File: config.mk
export PLATFORM = sky130hd
export DESIGN_NAME = signmag_table_writer
export DESIGN_NICKNAME = d
export VERILOG_FILES = /design/src/rtl/signmag_pkg.sv /design/src/rtl/signmag_add.sv /design/src/rtl/signmag_table_writer.sv
export SDC_FILE = /design/constraint.sdc
export NUM_CORES = 1
export LEC_CHECK = 0
export BUFFER_PORTS_ARGS = -buffer_cell sky130_fd_sc_hd__buf_4
export CORE_UTILIZATION = 48
export CTS_BUF_LIST = sky130_fd_sc_hd__clkbuf_16
export CTS_CLUSTER_DIAMETER = 120
export DETAILED_ROUTE_END_ITERATION = 8
export PLACE_DENSITY_LB_ADDON = 0.08
export SLEW_MARGIN = 0
export SYNTH_ARGS = -nofsm -noshare
export SYNTH_HDL_FRONTEND = slang
export SYNTH_SLANG_ARGS = --single-unit
File: constraint.sdc
create_clock -name clk -period 5.9 [get_ports clk]
set_input_delay 1.475 -clock clk [delete_from_list [all_inputs] [get_ports clk]]
set_output_delay 1.475 -clock clk [all_outputs]
set_load 0.1 [all_outputs]
File: src/rtl/signmag_pkg.sv
// Shared definitions for the sign-magnitude table writer: default operand
// width and the sweep controller state encoding.
package signmag_pkg;

  localparam int OP_W_DEF = 8;

  typedef enum logic [1:0] {
    ST_IDLE  = 2'd0,
    ST_WRITE = 2'd1,
    ST_DONE  = 2'd2
  } state_t;

endpackage

File: src/rtl/signmag_add.sv
// Combinational sign-magnitude adder. Magnitude overflow saturates to the
// all-ones magnitude with the common sign kept; any zero result is emitted
// as positive zero, so -0 never leaves this block.
module signmag_add
  import signmag_pkg::*;
#(
  parameter int OP_W = OP_W_DEF
) (
  input  logic [OP_W-1:0] a,
  input  logic [OP_W-1:0] b,
  output logic [OP_W-1:0] sum
);

  localparam int MAG_W = OP_W - 1;

  logic [MAG_W-1:0] mag_a;
  logic [MAG_W-1:0] mag_b;
  logic             sgn_a;
  logic             sgn_b;
  logic [MAG_W:0]   mag_add;
  logic [MAG_W-1:0] mag_res;
  logic             sgn_res;

  assign mag_a = a[MAG_W-1:0];
  assign mag_b = b[MAG_W-1:0];
  assign sgn_a = a[OP_W-1];
  assign sgn_b = b[OP_W-1];

  // Pick add or subtract by sign agreement, then normalise zero to +0.
  always_comb begin
    mag_add = {1'b0, mag_a} + {1'b0, mag_b};
    sgn_res = sgn_a;
    mag_res = '0;
    if (sgn_a == sgn_b) begin
      mag_res = mag_add[MAG_W] ? '1 : mag_add[MAG_W-1:0];
    end else if (mag_a >= mag_b) begin
      mag_res = mag_a - mag_b;
    end else begin
      sgn_res = sgn_b;
      mag_res = mag_b - mag_a;
    end
    if (mag_res == '0) begin
      sgn_res = 1'b0;
    end
    sum = {sgn_res, mag_res};
  end

endmodule

File: src/rtl/signmag_table_writer.sv
// Sweeps every {a, b} operand pair once per start request and streams the
// sign-magnitude sum of each pair out as a write, honouring ready
// back-pressure. Address counter and FSM live here; the arithmetic is in
// signmag_add. Outputs are all registered; the adder is fed the next address
// so wr_data lines up with wr_addr in the same cycle.
module signmag_table_writer
  import signmag_pkg::*;
#(
  parameter int OP_W = OP_W_DEF
) (
  input  logic                clk,
  input  logic                reset,
  input  logic                start,
  input  logic                ready,
  output logic                wr_en,
  output logic [2*OP_W-1:0]   wr_addr,
  output logic [OP_W-1:0]     wr_data,
  output logic                busy,
  output logic                done
);

  localparam int ADDR_W = 2 * OP_W;

  state_t            state_q, state_d;
  logic [ADDR_W-1:0] addr_q, addr_d;
  logic [OP_W-1:0]   data_q, data_d;
  logic              wr_en_q, wr_en_d;
  logic              busy_q, busy_d;
  logic              done_q, done_d;
  logic [OP_W-1:0]   sum_next;

  signmag_add #(.OP_W(OP_W)) u_add (
    .a   (addr_d[ADDR_W-1:OP_W]),
    .b   (addr_d[OP_W-1:0]),
    .sum (sum_next)
  );

  // Next-state and next-output decode; a presented write only moves on
  // when ready accepts it, so stalls hold address and data.
  always_comb begin
    state_d = state_q;
    addr_d  = addr_q;
    wr_en_d = wr_en_q;
    busy_d  = busy_q;
    done_d  = 1'b0;
    case (state_q)
      ST_IDLE: begin
        addr_d  = '0;
        wr_en_d = 1'b0;
        busy_d  = 1'b0;
        if (start) begin
          state_d = ST_WRITE;
          wr_en_d = 1'b1;
          busy_d  = 1'b1;
        end
      end
      ST_WRITE: begin
        if (ready) begin
          if (addr_q == '1) begin
            state_d = ST_DONE;
            addr_d  = '0;
            wr_en_d = 1'b0;
            busy_d  = 1'b0;
            done_d  = 1'b1;
          end else begin
            addr_d = addr_q + ADDR_W'(1);
          end
        end
      end
      ST_DONE: begin
        state_d = ST_IDLE;
        addr_d  = '0;
        wr_en_d = 1'b0;
        busy_d  = 1'b0;
      end
      default: begin
        state_d = ST_IDLE;
        addr_d  = '0;
        wr_en_d = 1'b0;
        busy_d  = 1'b0;
      end
    endcase
    data_d = (state_d == ST_WRITE) ? sum_next : '0;
  end

  // State and output registers; synchronous reset wins over everything.
  always_ff @(posedge clk) begin
    if (reset) begin
      state_q <= ST_IDLE;
      addr_q  <= '0;
      data_q  <= '0;
      wr_en_q <= 1'b0;
      busy_q  <= 1'b0;
      done_q  <= 1'b0;
    end else begin
      state_q <= state_d;
      addr_q  <= addr_d;
      data_q  <= data_d;
      wr_en_q <= wr_en_d;
      busy_q  <= busy_d;
      done_q  <= done_d;
    end
  end

  assign wr_en   = wr_en_q;
  assign wr_addr = addr_q;
  assign wr_data = data_q;
  assign busy    = busy_q;
  assign done    = done_q;

endmodule

==> flow_summary_export.csv, run 1 <==
group,metric,value,unit
outcome,status,"finished, final reports clean",
drt,drtAntennaViolNets,0,
synth,synth_top_area_share,25.5,%
setup_path,cp-start-kind,"primary input",
setup_path,crit_path_cell_trace,"buf_4 > and3_1 > nand4_1 > o21ai_4 > or2_2 > inv_1 > ha_1 > nand2b_1 > a21oi_1 > nor2_1 > o31ai_1 > or3_1 > a2111o_1 > o21ai_1 > nand3_1 > o31a_1",
drt,num_vias,1918,
cts,clk_latency,0.26,ns
synth,avgSynthCellArea,8.27,µm²
setup_path,max_stage_delay,0.42,ns
synth,synth_edf_count,0,
drt,wl_per_cell,15.0,µm
drt,viasPerCell,5.54,
drt,wl,5190,µm
setup_path,worst-setup-path-type,"in -> reg",
setup_path,cp_top_family,"compound AO/OA/AOI/OAI gates",
drt,met1_length,2610,µm
floorplanning,initial_utilization,50.2,%
synth,yosys.area.top_type,"dfxtp_1",
final_layout,drive_gt1_share,18.7,%
worst_hold_path,hold_path.class,"reg -> reg",
run,max_cap_violations,0,
final_layout,fillCellCount,418,
drt,maxUsedRoutingLayer,"met4",
synth,netlist_area,2200,µm²
timing,finalSetupViolations,0,
timing,drv_slew,0,
cts,cts_num_sinks,28,
cts,ctsRootBufferMaster,"clkbuf_16",
timing,relSlewSlack,54.5,%
final_layout,stdcell_area,2560,µm²
global_routing,grt_use_total,22.5,%
cts,numCtsBuffers,3,
synth,ys_seq_area_share,25.5,%
global_routing,grt-ovfl-total,0,
cts,cts_buffer_depth,2,
drt,wl_met2,2360,µm
final_layout,multi_input_area,1530,µm²
setup_path,end_kind,"flip-flop",
power,p_leak,0.00121,µW
timing,period_share,84.5,%
cts,hold_buffers,0,
drt,drc,0,
setup_path,cp_data_arrival_time,5.14,ns
setup_path,timing.reg2reg.setup_slack,1.52,ns
setup_path,crit_slowest_cell,"o21ai_4",
timing,min_period,4.98,ns
global_routing,antenna_found_initial,0,
setup_path,critical_path_buf_inv_count,2,
synth,syn-num-nets,295,
cts,post_cts_buffers,0,
setup_path,crit_required,6.05,ns
drt,drt_iter0_markers,146,
placed_design,dpl_cell_area,2460,µm²
placed_design,portBuffers,30,
synth,synth_flop_cell,"dfxtp_1",
cts,cts_tree,"done",
setup_path,reg2reg_to,"wr_data[7]",
placed_design,place_congestion,0.920,
placed_design,dp_hpwl,4040,µm
floorplanning,die_x,69.7,µm
synth,async_reset_ff_share,0,%
floorplanning,die_h,69.7,µm
synth,ys_seq_elements,28,
cts,h-tree-depth,1,
timing,tightest_slew,0.677,ns
timing,skew,0.00376,ns
final_layout,final_nets,324,
global_routing,grt_pass1_wl,8870,µm
drt,met3_wirelength,154,µm
worst_hold_path,hold_depth,2,
floorplanning,core_region_area,4380,µm²
cts,cts_resized,0,
setup_path,rr_startpoint,"wr_addr[9]",
timing,rsz0062_at_grt,"no",
timing,timing.fmax,0.201,GHz
synth,ys_types,55,
worst_hold_path,holdPathEnd,"busy",
final_layout,syn2layout_area_growth,16.4,%
synth,synthCells,266,
worst_hold_path,worstHoldStart,"busy",
power,power_density,171,nW/µm²
timing,setup_tns,0,ns
drt,drt_pre_antenna_iters,4,
cts,clk_pin_slew,0.07,ns
floorplanning,placement_rows,24,
timing,final_hold_viol_count,0,
synth,yosysWarnings,0,
setup_path,r2r_cells,17,
synth,synthTopCellsByArea,"dfxtp_1, ha_1, nor2_1, xor2_1, inv_1",
final_layout,seq_area,561,µm²
global_routing,grt_max_degree,21,
floorplanning,pin_count,31,
power,vdd_drop_max,0.0976,mV
setup_path,worst-path-max-fanout,18,
floorplanning,dieArea,4860,µm²
global_routing,grt_pass1_vias,1788,
final_layout,diodes,0,
[routing by layer]
metal	track usage [%]	vias up
li1	-	970
met1	32.4	902
met2	35.9	38
met3	2.47	8
met4	5.33	0
met5	0	-
[cells by family (layout without fill, tap and decap cells)]
group / count (synthesis) / count (layout) / share of synthesized area [%]
muxes: 4 / 4 / 1.82
and+or+nand+nor: 115 / 115 / 28.5
xor gates and xnor gates: 16 / 16 / 7.39
adders and majority gates: 25 / 25 / 15.2
AOI/OAI and AO/OA: 51 / 51 / 16.4
DFF: 28 / 28 / 25.5
buffers and inverters: 27 / 55 / 5.17
[area by class of cell]
cell class | count | area share, %
clock inverters | 1 | 1.17
clock buffers | 3 | 2.93
well taps | 52 | 2.54
inverters | 21 | 3.08
flip-flops and latches | 28 | 21.9
repair buffers | 30 | 8.79
multi-input cells | 211 | 59.6
[power by group]
group,switching (µW),internal (µW),total [µW]
clock,69.7,135,205
combinational,29.9,11.3,41.2
sequential,1.42,190,192
[state kept, by name, summed over array words and instances (netlist names)]
signal and flops:
wr_addr 16, wr_data 8, state_q 2, busy 1
done 1
[layout by cell type, fill, tap and decap left out, types with 2 or more instances in the layout]
cell type  instances
o21ai_0            6
nand3_1           11
a21oi_2            2
nand2_1           19
o21ai_1            3
or3_1              3
o21bai_1           3
nand4_1            5
a21o_1             4
a31oi_1            2
or2_2              8
and2_1             3
mux2i_1            4
fa_1               3
xor2_1             9
ha_1              22
inv_1             20
nor2_1            30
nor3_1             6
clkbuf_16          3
a21oi_1           12
nand2b_1           6
a221oi_1           2
nor2b_1           10
dfxtp_1           28
and3_1             3
o211ai_1           4
o31ai_1            2
xnor2_1            4
buf_4             30
xnor2_2            3
nor4b_1            2
[synthesized netlist by cell type (2+ instances only)]
cell type	n
clkbuf_1	3
nand4_1	5
inv_1	20
fa_1	3
a21oi_2	2
nor4b_1	2
o21ai_0	6
o211ai_1	4
nand2_1	19
ha_1	22
o21ai_1	3
mux2i_1	4
or2_2	8
nor2_1	30
o31ai_1	2
a221oi_1	2
nand2b_1	6
nand3_1	11
nor2b_1	10
xor2_1	9
and3_1	3
o21bai_1	3
xnor2_2	3
a21oi_1	12
a31oi_1	2
a21o_1	4
and2_1	3
nor3_1	6
xnor2_1	4
or3_1	3
dfxtp_1	28
[worst max-delay path by stage]
stage	startpoint	to	slack, ns	cells past startpoint
2_1_floorplan	ready	wr_data[7]	1.24	17
6_report	ready	wr_data[7]	0.92	16
4_1_cts	ready	wr_data[7]	0.95	16
3_3_place_gp	ready	wr_data[7]	0.74	16
3_5_place_dp	ready	wr_data[7]	0.68	16
5_1_grt	ready	wr_data[7]	0.65	16
[worst reg2reg max path: cells and delay by family (launching register included)]
family,cells,cell delay [ns]
AOI/OAI and AO/OA,6,1.61
adders and majority gates,1,0.39
buffers and inverters,1,0.21
DFF,1,0.38
and+or+nand+nor,9,1.67
[through the flow]
stage	std cells	setup slack, ns	total power [µW]	util [%]	hold slack, ns
CTS	346	0.950	439	58.4	0.513
finish	346	0.917	438	58.4	0.506
global placement	342	0.738	238	56.0	0.519
global route	346	0.645	450	58.4	0.558
detailed placement	342	0.678	238	56.0	0.499
floorplan	266	1.24	228	-	0.497
Power figures use the tool's default switching activity.
==> run 2: changes to the inputs <==
==> constraint.sdc (replaced) <==
create_clock -name clk -period 4.55 [get_ports clk]
set_input_delay 1.1375 -clock clk [delete_from_list [all_inputs] [get_ports clk]]
set_output_delay 1.1375 -clock clk [all_outputs]
set_load 0.1 [all_outputs]
==> run 2 against run 1 <==
Non-clock buffer count grew 28. First-iteration DRC count fell by 40%. Utilization grew 4.8 points. Wire length is 1.4% higher. Clock-buffer cell count did not move. Die area unchanged. Via count grew 3.9%. Sequential power up 30%. Sequential share of layout area down 1.7 points. Power rose by 30%. Critical endpoint unchanged.
==> flow_summary_export.csv, run 2 (same netlist as run 1, synthesis figures left out) <==
group,metric,value,unit
outcome,status,"finished, final reports clean",
power,p_clk_share,45.9,%
drt,drt_iter0_markers,88,
setup_path,crit_slowest_cell,"a2111o_1",
final_layout,final_nets,352,
placed_design,portBuffers,30,
final_layout,diodes,0,
timing,finalWorstSetupSlack,0.273,ns
final_layout,seq_area,561,µm²
drt,wl_per_cell,14.1,µm
power,power.internal,442,µW
setup_path,cp_top_family,"simple AND/OR/NAND/NOR gates",
global_routing,grt_use_total,22.4,%
final_layout,multi_input_area,1530,µm²
final_layout,largest_reg_flops,16,
placed_design,place_inst,368,
drt,num_vias,1993,
cts,cts_tree,"done",
final_layout,layout_commonest_cell,"buf_4",
cts,clk_latency,0.26,ns
floorplanning,placement_rows,24,
global_routing,grt_max_degree,21,
setup_path,worst-setup-path-type,"in -> reg",
run,max_cap_violations,0,
placed_design,pre_cts_slack,-0.00321,ns
final_layout,syn2layout_area_growth,25.9,%
placed_design,dp_hpwl,4300,µm
floorplanning,die_h,69.7,µm
placed_design,dpl_cell_area,2650,µm²
power,p_switching,127,µW
timing,timing.fmax,0.234,GHz
drt,drtAntennaViolNets,0,
setup_path,cp-start-kind,"primary input",
drt,drc,0,
timing,drv_slew,0,
floorplanning,die_x,69.7,µm
power,combinationalPowerShare,10.3,%
cts,post_cts_buffers,0,
power,power_density,205,nW/µm²
placed_design,place_congestion,0.898,
cts,cts_resized,0,
drt,viasPerCell,5.33,
global_routing,grt_pass1_wl,8830,µm
final_layout,layout_common_cells,"buf_4, nor2_1, dfxtp_1",
setup_path,max_stage_delay,0.41,ns
final_layout,stdcell_count,374,
global_routing,grt-ovfl-total,0,
final_layout,stdcell_area,2770,µm²
timing,whs,0.494,ns
cts,hold_buffers,0,
floorplanning,initial_utilization,50.2,%
setup_path,cp_data_arrival_time,4.43,ns
setup_path,crit_path_cell_trace,"buf_4 > and3_1 > nand4_1 > xor2_1 > or2_2 > inv_1 > ha_1 > fa_1 > nor2b_1 > o21bai_1 > a21oi_1 > o21bai_1 > or3_1 > a2111o_1 > o21ai_1 > nand3_1 > o31a_1",
cts,numCtsBuffers,3,
timing,rsz0062_at_grt,"no",
power,switching_share,22.4,%
global_routing,antenna_found_initial,0,
final_layout,drive_gt1_share,25.8,%
power,vdd_drop_max,0.212,mV
drt,wl,5260,µm
setup_path,critPathMostFrequentCell,"o21bai_1",
global_routing,grt_pass1_vias,1835,
cts,cts_buffer_depth,2,
setup_path,worst-path-max-fanout,4,
timing,period_share,94.0,%
setup_path,crit_required,4.70,ns
cts,cts_num_sinks,28,
timing,min_period,4.28,ns
timing,relSlewSlack,70.3,%
worst_hold_path,hold_path.class,"reg -> reg",
floorplanning,pin_count,31,
timing,final_hold_viol_count,0,
final_layout,fillCellCount,417,
timing,skew,0.00282,ns
cts,clk_pin_slew,0.07,ns
timing,finalSetupViolations,0,
floorplanning,dieArea,4860,µm²
cts,ctsRootBufferMaster,"clkbuf_16",
setup_path,end_kind,"flip-flop",
setup_path,critical_path_buf_inv_count,2,
cts,h-tree-depth,1,
timing,tightest_slew,0.444,ns
power,p_leak,0.00134,µW
floorplanning,core_region_area,4380,µm²
drt,drt_pre_antenna_iters,4,
power,p_seq_share,43.7,%
## run 2: cell type report
| type | count | area share, % |
|---|---|---|
| Multi-Input combinational cell | 211 | 55.1 |
| Inverter | 21 | 2.84 |
| Clock buffer | 3 | 2.71 |
| Clock inverter | 1 | 1.08 |
| Sequential cell | 28 | 20.2 |
| Timing Repair Buffer | 58 | 15.7 |
| Tap cell | 52 | 2.35 |
## run 2: per-stage QoR
step / total power (µW) / utilization, % / setup TNS (ns)
after global placement: 311 / 60.5 / 0
final: 569 / 63.2 / 0
after floorplan: 296 / - / 0
after global routing: 591 / 63.2 / 0
after CTS: 575 / 62.9 / 0
after detailed placement: 311 / 60.5 / -0.00321
## run 2: worst paths after layout
check / start / end / slack (ns) / cells after the start
setup / recovery: ready / wr_data[7] / 0.27 / 17
hold / removal: busy / busy / 0.49 / 2
setup reg to reg: wr_addr[9] / wr_data[7] / 0.41 / 19
hold reg to reg: busy / busy / 0.49 / 2
## run 2: per-layer routing
layer  track usage [%]  share of wire, %  vias up
li1                  -                 -     1029
met4              2.89              0.72        0
met5                 0                 0        -
met2              37.3                47       38
met3              3.63               3.4        5
met1              31.2                49      921
## run 2: power groups by stage
| stage | logic, µW | clock network (µW) | registers (µW) |
|---|---|---|---|
| 2_1_floorplan | 31.1 | 0 | 265 |
| 3_3_place_gp | 56.5 | 0 | 255 |
| 3_5_place_dp | 56.6 | 0 | 255 |
| 4_1_cts | 56.9 | 269 | 249 |
| 5_1_grt | 63.6 | 278 | 249 |
| 6_report | 58.9 | 261 | 249 |
## run 2: worst register-to-register path: cells and delay by family, from the launching register on
family / cells / cell delay, ns
adder cells (fa/ha/maj): 2 / 0.62
AO/OA/AOI/OAI: 7 / 1.27
AND/OR/NAND/NOR: 9 / 1.61
flip-flops: 1 / 0.46
buffers and inverters: 1 / 0.08
